===== config.mk =====
export PLATFORM = sky130hd
export DESIGN_NAME = fixed_point_requantizer
export DESIGN_NICKNAME = d
export VERILOG_FILES = /design/src/rtl/fixed_point_pkg.sv /design/src/rtl/fixed_point_saturate.sv /design/src/rtl/fixed_point_requantizer.sv
export SDC_FILE = /design/constraint.sdc
export NUM_CORES = 1
export LEC_CHECK = 0
export ABC_CLOCK_PERIOD_IN_PS = 2200
export CORE_ASPECT_RATIO = 2
export CORE_MARGIN = 1.5
export CORE_UTILIZATION = 45
export CTS_CLUSTER_SIZE = 14
export DETAILED_ROUTE_END_ITERATION = 10
export DONT_BUFFER_PORTS = 1
export SYNTH_ARGS = -nofsm -noshare
export SYNTH_HDL_FRONTEND = slang
export SYNTH_SLANG_ARGS = --single-unit

===== constraint.sdc =====
create_clock -name clk -period 2.2 [get_ports clk]
set_input_delay 0.33 -clock clk [delete_from_list [all_inputs] [get_ports clk]]
set_output_delay 0.33 -clock clk [all_outputs]
set_load 0.02 [all_outputs]

===== src/rtl/fixed_point_pkg.sv =====
// Shared constants and width helpers for the fixed-point datapath blocks.
// Rounding mode encodings and intermediate-width calculation live here.
package fixed_point_pkg;

    localparam int unsigned ROUND_HALF_UP = 1;
    localparam int unsigned TRUNCATE      = 0;
    localparam int unsigned SAT_CNT_W     = 16;

    function automatic int unsigned max_u(input int unsigned a, input int unsigned b);
        return (a > b) ? a : b;
    endfunction

    function automatic int unsigned abs_diff(input int unsigned a, input int unsigned b);
        return (a > b) ? (a - b) : (b - a);
    endfunction

    // Wide enough that the rounding carry and the alignment shift cannot overflow.
    function automatic int unsigned inter_width(input int unsigned in_bits,
                                                input int unsigned out_bits,
                                                input int unsigned in_frac,
                                                input int unsigned out_frac);
        return max_u(in_bits, out_bits) + abs_diff(in_frac, out_frac) + 2;
    endfunction

endpackage


===== src/rtl/fixed_point_saturate.sv =====
// Combinational clamp of a wide signed intermediate into OUT_BITS,
// flagging whenever the clamp altered the value.
module fixed_point_saturate
    import fixed_point_pkg::*;
#(
    parameter int unsigned W         = 28,
    parameter int unsigned OUT_BITS  = 8,
    parameter int unsigned IS_SIGNED = 1
) (
    input  logic signed [W-1:0]        wide_in,
    output logic        [OUT_BITS-1:0] clamped,
    output logic                       sat_flag
);

    logic upper_ones_c;
    logic upper_zeros_c;

    // Signed fits iff the bits above the output sign all copy it; unsigned iff they are all zero.
    always_comb begin
        clamped       = wide_in[OUT_BITS-1:0];
        sat_flag      = 1'b0;
        upper_ones_c  = &wide_in[W-1:OUT_BITS-1];
        upper_zeros_c = ~|wide_in[W-1:OUT_BITS-1];
        if (IS_SIGNED != 0) begin
            if (!(upper_ones_c || upper_zeros_c)) begin
                sat_flag = 1'b1;
                clamped  = wide_in[W-1] ? {1'b1, {(OUT_BITS-1){1'b0}}}
                                        : {1'b0, {(OUT_BITS-1){1'b1}}};
            end
        end else begin
            if (|wide_in[W-1:OUT_BITS]) begin
                sat_flag = 1'b1;
                clamped  = wide_in[W-1] ? '0 : '1;
            end
        end
    end

endmodule


===== src/rtl/fixed_point_requantizer.sv =====
// Two-stage fixed-point requantizer: stage 1 aligns/rounds, stage 2 saturates
// and holds the output under a ready/valid handshake; counts clamped deliveries.
module fixed_point_requantizer
    import fixed_point_pkg::*;
#(
    parameter int unsigned IN_BITS   = 16,
    parameter int unsigned IN_FRAC   = 8,
    parameter int unsigned OUT_BITS  = 8,
    parameter int unsigned OUT_FRAC  = 4,
    parameter int unsigned IS_SIGNED = 1,
    parameter int unsigned ROUND_EN  = 1
) (
    input  logic                 clk,
    input  logic                 reset,
    input  logic [IN_BITS-1:0]   in_data,
    input  logic                 in_valid,
    output logic                 in_ready,
    output logic [OUT_BITS-1:0]  out_data,
    output logic                 out_valid,
    input  logic                 out_ready,
    output logic                 out_sat,
    output logic [SAT_CNT_W-1:0] sat_count,
    input  logic                 clear_count
);

    localparam int unsigned W       = inter_width(IN_BITS, OUT_BITS, IN_FRAC, OUT_FRAC);
    localparam int unsigned SHIFT   = abs_diff(IN_FRAC, OUT_FRAC);
    localparam bit          UPSHIFT = (OUT_FRAC >= IN_FRAC);
    localparam int unsigned RND_POS = (SHIFT == 0) ? 0 : SHIFT - 1;
    localparam logic signed [W-1:0] RND_C = W'(1) << RND_POS;

    logic                 advance_c;
    logic signed [W-1:0]  ext_c;
    logic signed [W-1:0]  aligned_c;
    logic [OUT_BITS-1:0]  sat_data_c;
    logic                 sat_flag_c;

    logic signed [W-1:0]  s1_data_q,  s1_data_d;
    logic                 s1_valid_q, s1_valid_d;
    logic [OUT_BITS-1:0]  out_data_q, out_data_d;
    logic                 out_sat_q,  out_sat_d;
    logic                 out_valid_q, out_valid_d;
    logic [SAT_CNT_W-1:0] sat_count_q, sat_count_d;

    assign advance_c = !out_valid_q || out_ready;

    // Stage 1 datapath: extend, then align to the output binary point.
    always_comb begin
        if (IS_SIGNED != 0) begin
            ext_c = W'($signed(in_data));
        end else begin
            ext_c = W'(in_data);
        end
        aligned_c = ext_c;
        if (UPSHIFT) begin
            aligned_c = ext_c <<< SHIFT;
        end else begin
            if (ROUND_EN != TRUNCATE) begin
                aligned_c = ext_c + RND_C;
            end
            aligned_c = aligned_c >>> SHIFT;
        end
    end

    fixed_point_saturate #(
        .W         (W),
        .OUT_BITS  (OUT_BITS),
        .IS_SIGNED (IS_SIGNED)
    ) u_saturate (
        .wide_in  (s1_data_q),
        .clamped  (sat_data_c),
        .sat_flag (sat_flag_c)
    );

    // Next-state for both pipeline stages and the saturation counter.
    always_comb begin
        s1_data_d   = s1_data_q;
        s1_valid_d  = s1_valid_q;
        out_data_d  = out_data_q;
        out_sat_d   = out_sat_q;
        out_valid_d = out_valid_q;
        sat_count_d = sat_count_q;

        if (advance_c) begin
            s1_valid_d  = in_valid;
            out_valid_d = s1_valid_q;
            if (in_valid) begin
                s1_data_d = aligned_c;
            end
            if (s1_valid_q) begin
                out_data_d = sat_data_c;
                out_sat_d  = sat_flag_c;
            end
        end

        // Clear takes priority over a coincident increment.
        if (clear_count) begin
            sat_count_d = '0;
        end else if (out_valid_q && out_ready && out_sat_q && (sat_count_q != '1)) begin
            sat_count_d = sat_count_q + SAT_CNT_W'(1);
        end
    end

    always_ff @(posedge clk) begin
        if (reset) begin
            s1_data_q   <= '0;
            s1_valid_q  <= 1'b0;
            out_data_q  <= '0;
            out_sat_q   <= 1'b0;
            out_valid_q <= 1'b0;
            sat_count_q <= '0;
        end else begin
            s1_data_q   <= s1_data_d;
            s1_valid_q  <= s1_valid_d;
            out_data_q  <= out_data_d;
            out_sat_q   <= out_sat_d;
            out_valid_q <= out_valid_d;
            sat_count_q <= sat_count_d;
        end
    end

    assign in_ready  = advance_c;
    assign out_data  = out_data_q;
    assign out_sat   = out_sat_q;
    assign out_valid = out_valid_q;
    assign sat_count = sat_count_q;

endmodule

==> results.txt, run 1 <==
* Synthesized netlist cell count: roughly 230
- After synthesis the cells add up to 1980 sq um.
- Buffers inserted to repair hold after CTS numbered 0.
- RSZ-0062 raised after global routing: false
- Of all nets on the critical path, the largest fanout is 11.
* Final sum of negative setup slack: 0 ps
* Part of the cycle the worst path needs: 0.839
- The clock arrives with roughly 7.8 ps of skew.
* Number of max-slew violations in the final report: 0
* Placed cell count: 289
- Worst reg2reg path depth: 4
- Filler-free cell count of the finished design: roughly 300
- Worst hold stages: 1
* Endpoint of the most critical register-to-register path: sat_count[14]
- Routed len/inst: between 15 and 20 microns
* Maximum number of pins on one net before global-route repair: 27
- For this run, the leading register cell type out of synthesis is sky130_fd_sc_hd__dfxtp_1.
- Arrival time at the worst endpoint: 2070 ps
* Area growth from synthesis to final layout: 12.0%
* Status: finished clean
- Overall Power: 1.56 mW
* CP bufs+invs: 0
- In this run the remaining antenna-violating nets after routing total 0.
- The pre-antenna-repair detailed-routing pass consisted of 4 iterations.
- Derived from the worst setup path, the maximum achievable clock frequency is 542 MHz.
* Die Width: 49.9 microns
- DIE AREA: 4830 sq um
- Filler cell count: 435
* Largest delay share family, worst path: simple AND/OR/NAND/NOR gates
- WL final: roughly 4700 microns
* Worst-case clock buffer depth: 2
* Slew Limit Headroom: 0.647
- Hold violation total from the final report: 0
- The number of nets in the synthesized netlist is 257.
- CTS clock-pin slew for the worst setup and hold paths: 80 ps
- Largest cells by area after synthesis: sky130_fd_sc_hd__dfxtp_1, sky130_fd_sc_hd__a211oi_1, sky130_fd_sc_hd__nor2_1
- Quantity of gates resized following cts: 0
- For this block, the via count after detailed routing is ~1800.
* Kind of capture point of the worst setup path: flip-flop
- Initial antenna violation count: 0
- CTS tree: built
- CTS Buf Count: 5
- Yosys cell types: 46
- Number of sinks driven by the clock tree: 40
- Max-cap violations in this run came to 0.
* Critical setup path kind: flip-flop to flip-flop
* Multi-input combinational cell area: 1110 sq um
- Worst-case setup slack after placement: 384 ps
- Largest incremental delay on the critical path: 520 ps
* Fraction of registers with async set or reset after synthesis: 0
- In the routed design, unresolved DRC markers number 0.
* Area inside the core boundary: 4300 sq um
* Kind of launch point of the worst setup path: flip-flop
- The floorplan has 34 rows.
* Synth Register Bits: 40
- Area occupied by registers: 801 sq um
- In the global route stage, overall resource usage came out at 0.200.
* Clk_lat worst skew: 290 ps
- The worst path in the final design needs a cycle of 1850 ps, including I/O delays and setup.
- The initial utilization of the core area, before any placement, comes to 0.460.
- Max VDD drop: 0.000461 V
* Cell leakage power: 0.720 nW
* Slowest CP cell: sky130_fd_sc_hd__or4_1
* Worst hold endpoint: out_data[4]
- Dividing the detail-routed via count by the number of cells gives 5.90.
- For flop-to-flop paths, the worst setup slack is 350 ps.
- Hold/Removal Path Class: input port to flip-flop
- Req. time, crit path: 2430 ps
- Congestion Overflow GR: 0
* Vias in the first global route: about 1700
- Number of DRC violations after detailed-routing iteration 0: 18
- Wire length of the first global-routing pass: between 7000 and 8000 microns
- Net count of the finished layout: between 200 and 300
- Sequential share of the synthesized area: 0.405
- Ant diodes: 0
* Floorplan die height: roughly 97 microns
* Post-layout worst setup margin: 354 ps
* Mapped Avg Cell Area: 8.45 sq um
* Post-synth top area share: 0.405
- For this run, the number of Yosys warnings is 0.
* Number of synthesized flops with an enable pin: 0
- The worst register-to-register path begins at out_sat.
* Post-CTS Setup Inserts: 0
- Fraction of final layout cells with drive strength greater than 1: 0.132
* Critical Path, Cell by Cell: nand3_1 > or2_1 > or4_1 > a21oi_1
- Largest area contributor in the synthesized netlist: sky130_fd_sc_hd__dfxtp_1
* Post-route worst hold slack: around 110 ps
* Number of setup violations in the final report: 0
- In this run the count of I/O pins placed on the die edge is 48.
* Power density over cell area: 702 nW/um^2
* Maximum level of the CTS H-tree: 2
* Gp weighted congestion: 0.801
- I/O Buffers: 0
- CTS placed an instance of sky130_fd_sc_hd__clkbuf_8 at the clock tree root.
- Hold Startpoint: reset
- For the pin with the worst max-slew slack, the measured transition is 525 ps.
* Sum of net half-perimeters after detailed placement: 3700 microns
report_power, final:
group / switching, mW / total (mW) / internal [mW]
combinational: 0.0594 / 0.110 / 0.0502
clock: 0.248 / 0.648 / 0.400
sequential: 0.0409 / 0.798 / 0.757
total: 0.348 / 1.56 / 1.21
metrics by stage:
stage,cell area (sq um),util
after floorplan,1980,-
after global placement,2090,0.486
after detailed placement,2090,0.486
after CTS,2210,0.515
after global routing,2210,0.515
final,2210,0.515
worst max path at each step:
stage                             start       endpoint  depth (start not counted)  slack (ps)
after detailed placement        out_sat  sat_count[14]                          4         380
after CTS                       out_sat  sat_count[14]                          4         360
after floorplan            sat_count[0]  sat_count[10]                          6         390
final                           out_sat  sat_count[14]                          4         350
after global placement    sat_count[14]   sat_count[0]                          4         400
after global routing      sat_count[14]   sat_count[2]                          4         210
cell families after synthesis:
group	count (synthesis)	synth area share
flops	40	0.405
xor+xnor	11	0.0487
mux	1	0.00506
simple gates	101	0.292
fa+ha+maj	2	0.0126
compound gates	62	0.202
buf+inv	17	0.0354
state kept, by name (all words and copies together), names as in the netlist:
signal and count:
s1_valid_q 1, out_valid 1, s1_data_q 13, sat_count 16
out_sat 1, out_data 8
layer usage:
layer / up-vias / GRT usage / share of wire
met1: 809 / 0.150 / 0.32
met4: 0 / 0.0962 / 0.022
met3: 7 / 0.0401 / 0.045
met2: 46 / 0.425 / 0.62
li1: 890 / - / -
met5: - / 0 / 0
placed cells by master (no fill, tap or decap), drive strengths merged, types with 8 or more instances in the layout:
cell type	synthesis	final
nand3	12	12
a21oi	16	16
o21ai	14	14
buf	4	12
nor3	11	11
a211oi	18	18
nand4	9	9
xnor2	8	8
dfxtp	40	40
nand2	13	13
nor2	25	25
Yosys cell counts, types with 2 or more instances:
library cell / instances
sky130_fd_sc_hd__a211oi_1: 18
sky130_fd_sc_hd__a21oi_1: 16
sky130_fd_sc_hd__and2_1: 2
sky130_fd_sc_hd__and3_1: 3
sky130_fd_sc_hd__buf_2: 2
sky130_fd_sc_hd__clkbuf_1: 7
sky130_fd_sc_hd__dfxtp_1: 40
sky130_fd_sc_hd__ha_1: 2
sky130_fd_sc_hd__inv_1: 6
sky130_fd_sc_hd__nand2_1: 12
sky130_fd_sc_hd__nand3_1: 12
sky130_fd_sc_hd__nand4_1: 7
sky130_fd_sc_hd__nor2_1: 25
sky130_fd_sc_hd__nor3_1: 10
sky130_fd_sc_hd__nor4_1: 3
sky130_fd_sc_hd__o21ai_0: 14
sky130_fd_sc_hd__o311ai_0: 2
sky130_fd_sc_hd__o31ai_1: 6
sky130_fd_sc_hd__o41ai_1: 2
sky130_fd_sc_hd__or2_2: 2
sky130_fd_sc_hd__or3_1: 4
sky130_fd_sc_hd__or4_1: 6
sky130_fd_sc_hd__xnor2_1: 8
sky130_fd_sc_hd__xor2_1: 3
cell type report:
| type | count | share of cell area |
|---|---|---|
| Clock buffer | 7 | 0.0435 |
| Sequential cell | 40 | 0.362 |
| Timing Repair Buffer | 12 | 0.0407 |
| Inverter | 6 | 0.0102 |
| Clock inverter | 1 | 0.0136 |
| Tap cell | 54 | 0.0305 |
| Multi-Input combinational cell | 177 | 0.500 |
No activity file was read; power rests on OpenSTA's default activity.
==> run 2, diff against run 1 <==
ABC_CLOCK_PERIOD_IN_PS = 1600   (was 2200)
clock period = 1.6 ns   (was 2.2 ns; I/O delays follow)
==> run 2 against run 1 <==
Against the previous run: the run now ends with setup timing left; hold slack lost 90 ps; critical endpoint is now out_sat; combinational power grew 72%; via count grew 6.8%; count of clock-buffer cells in the layout shrank 1; largest cell class unchanged; setup slack lost 360 ps; fmax grew 15%; power grew 26%.
==> results.txt, run 2 (synthesis gave the netlist of run 1 again) <==
* # IOs: 48
* First-pass iteration count of the detailed router: 4
- Proportion of power drawn by the clock network: 0.350
* Layout Skew: ~4 ps
- Cell chosen for the clock root: sky130_fd_sc_hd__clkbuf_8
- Filler cell count: about 420
- Kind of capture point of the worst setup path: flip-flop
- Internal Pwr Total: roughly 1.5 mW
* Arrival time at the worst endpoint: 1790 ps
- Worst-case clock buffer depth: 2
* Number of sinks driven by the clock tree: 40
* Flop pwr share: 0.553
* Number of DRC violations after detailed-routing iteration 0: 47
* Switching component of the power: 0.492 mW
- CTS tree: built
* Flip-flop count of the largest register after layout: 16
* Congestion Overflow GR: 0
* Max VDD drop: 0.000633 V
- Floorplan die height: 96.8 microns
- Final hold analysis gives a worst-case slack of 15.4 ps.
* Hold violation total from the final report: 0
- Dividing the detail-routed via count by the number of cells gives 5.69.
- Entering global routing, the biggest net connects 27 pins.
* Reported max-cap violation count: 0
- Largest fanout of any net on the critical path: 8
- The critical path in this run is classified as flip-flop to flip-flop.
- In the final routed layout, each cell accounts on average for 15.3 microns.
* RSZ-0062 raised after global routing: true
* Initial cell density of the core: 0.460
* Worst slew pin tran: 406 ps
- Area occupied by registers: 815 sq um
* Number of setup violations in the final report: 1
- The number of global-route vias before repair is 1855.
* Hold/Removal Path Class: input port to flip-flop
- Detailed placement ended at an HPWL of 3890 microns.
- Multi-input combinational cell area: 1160 sq um
- The final max-slew violation count came to 0.
- Worst-case register-to-register setup slack: -8 ps
* Maximum level of the CTS H-tree: 2
- In this run, CTS created clock tree buffers numbering 5.
- Measured along the x axis, the die boundary spans 49.9 microns.
* Fraction of final layout cells with drive strength greater than 1: 0.291
- Of the available clock period, the critical path in the final layout requires 1.01.
- STA puts the critical path data required time at 1790 ps.
- For this run, the total global-route usage over all layers was measured as 0.212.
* Commonest cells after routing, fill and taps aside: sky130_fd_sc_hd__buf_4, sky130_fd_sc_hd__dfxtp_1, sky130_fd_sc_hd__nor2_1
- Antenna viol nets, final: 0
* Top achievable clock speed: around 620 MHz
- Fraction of power spent switching nets: 0.250
* Slew Limit Headroom: 0.728
- The number of antenna violations at the first check in global routing came to 0.
- Leaving out fill and tap cells, the most frequent cell in the layout is sky130_fd_sc_hd__buf_4.
- Violations in the final reports: setup timing
* DIE AREA: 4830 sq um
* Cell leakage power: 0.881 nW
- Power density over cell area: 785 nW/um^2
* Area inside the core boundary: 4300 sq um
- Input and output buffers added on the ports amount to 0.
- Status: complete, but fails checks
- From synthesis to final layout, the design area changed by 26.6%.
- Gp weighted congestion: 0.749
- Overall Power: 1.96 mW
* Kind of launch point of the worst setup path: flip-flop
- Worst hold stages: 1
* DR DRC count: 0
- After layout, the minimum clock period comes to 1610 ps.
- Worst reg2reg path depth: 4
- In the post-route analysis, the smallest setup slack over all paths is -8.09 ps.
* Overall via count from detail_route: between 1500 and 2000
* WL final: ~5000 microns
* Ant diodes: 0
- Wire length of the first global-routing pass: 7950 microns
- Clk_lat worst skew: 290 ps
- CTS clock-pin slew for the worst setup and hold paths: approximately 70 ps
- Logic pwr share: 0.096
* Number of rows in the core area: 34
- Net count of the finished layout: 297
run 2: changes by cell type in the layout (fill, tap and decap cells not counted), sizes merged:
cell and change:
buf +31, bufinv -1, clkinv +2, dlygate4sd3 +1, clkbuf -1
run 2: layer usage:
layer,part of all wire,up-vias,GRT usage
met5,0,-,0
met4,0.032,0,0.115
met3,0.045,18,0.0463
met2,0.59,62,0.437
met1,0.34,840,0.163
li1,-,951,-
run 2: power groups by stage:
stage	logic [mW]	clock network (mW)	registers, mW
after global placement	0.178	0	1.11
after detailed placement	0.179	0	1.11
after global routing	0.213	0.752	1.09
after floorplan	0.137	0	1.11
after CTS	0.180	0.715	1.09
final	0.189	0.688	1.09
run 2: area by class of cell:
class | instances | share of cell area
repair buffers | 44 | 0.138
clock buffers | 6 | 0.0330
clock inverters | 2 | 0.00400
well taps | 54 | 0.0270
flip-flops and latches | 40 | 0.325
multi-input cells | 177 | 0.464
inverters | 6 | 0.00900
run 2: per-stage QoR:
stage	utilization	setup TNS [ps]	setup WS [ps]	cells	instance area [sq um]
global placement	0.548	-74.6	-28.0	319	2360
floorplan	-	-8.76	-8.76	234	2010
detailed placement	0.548	-101	-37.1	319	2360
global route	0.583	-512	-75.7	329	2500
finish	0.583	-8.09	-8.09	329	2500
CTS	0.573	0	18.2	327	2460
run 2: worst max-delay path, cell delays in order, from the launching register on:
cell,delay [ps]
sky130_fd_sc_hd__dfxtp_1,310
sky130_fd_sc_hd__or4_4,550
sky130_fd_sc_hd__nor3_4,330
sky130_fd_sc_hd__nor3b_1,100
sky130_fd_sc_hd__o21ba_2,210
run 2: worst paths after layout:
kind | from | end
setup / recovery | s1_data_q[7] | out_sat
hold / removal | reset | out_data[3]
setup reg to reg | s1_data_q[7] | out_sat
hold reg to reg | s1_valid_q | out_valid
run 2: timing repair:
action	in CTS	in global routing
gates resized for setup	3	15
buffers inserted	0	1
setup endpoints to repair	5	17
pin swaps	2	14
hold buffers	0	1
hold endpoints to repair	0	3
cloned	0	0
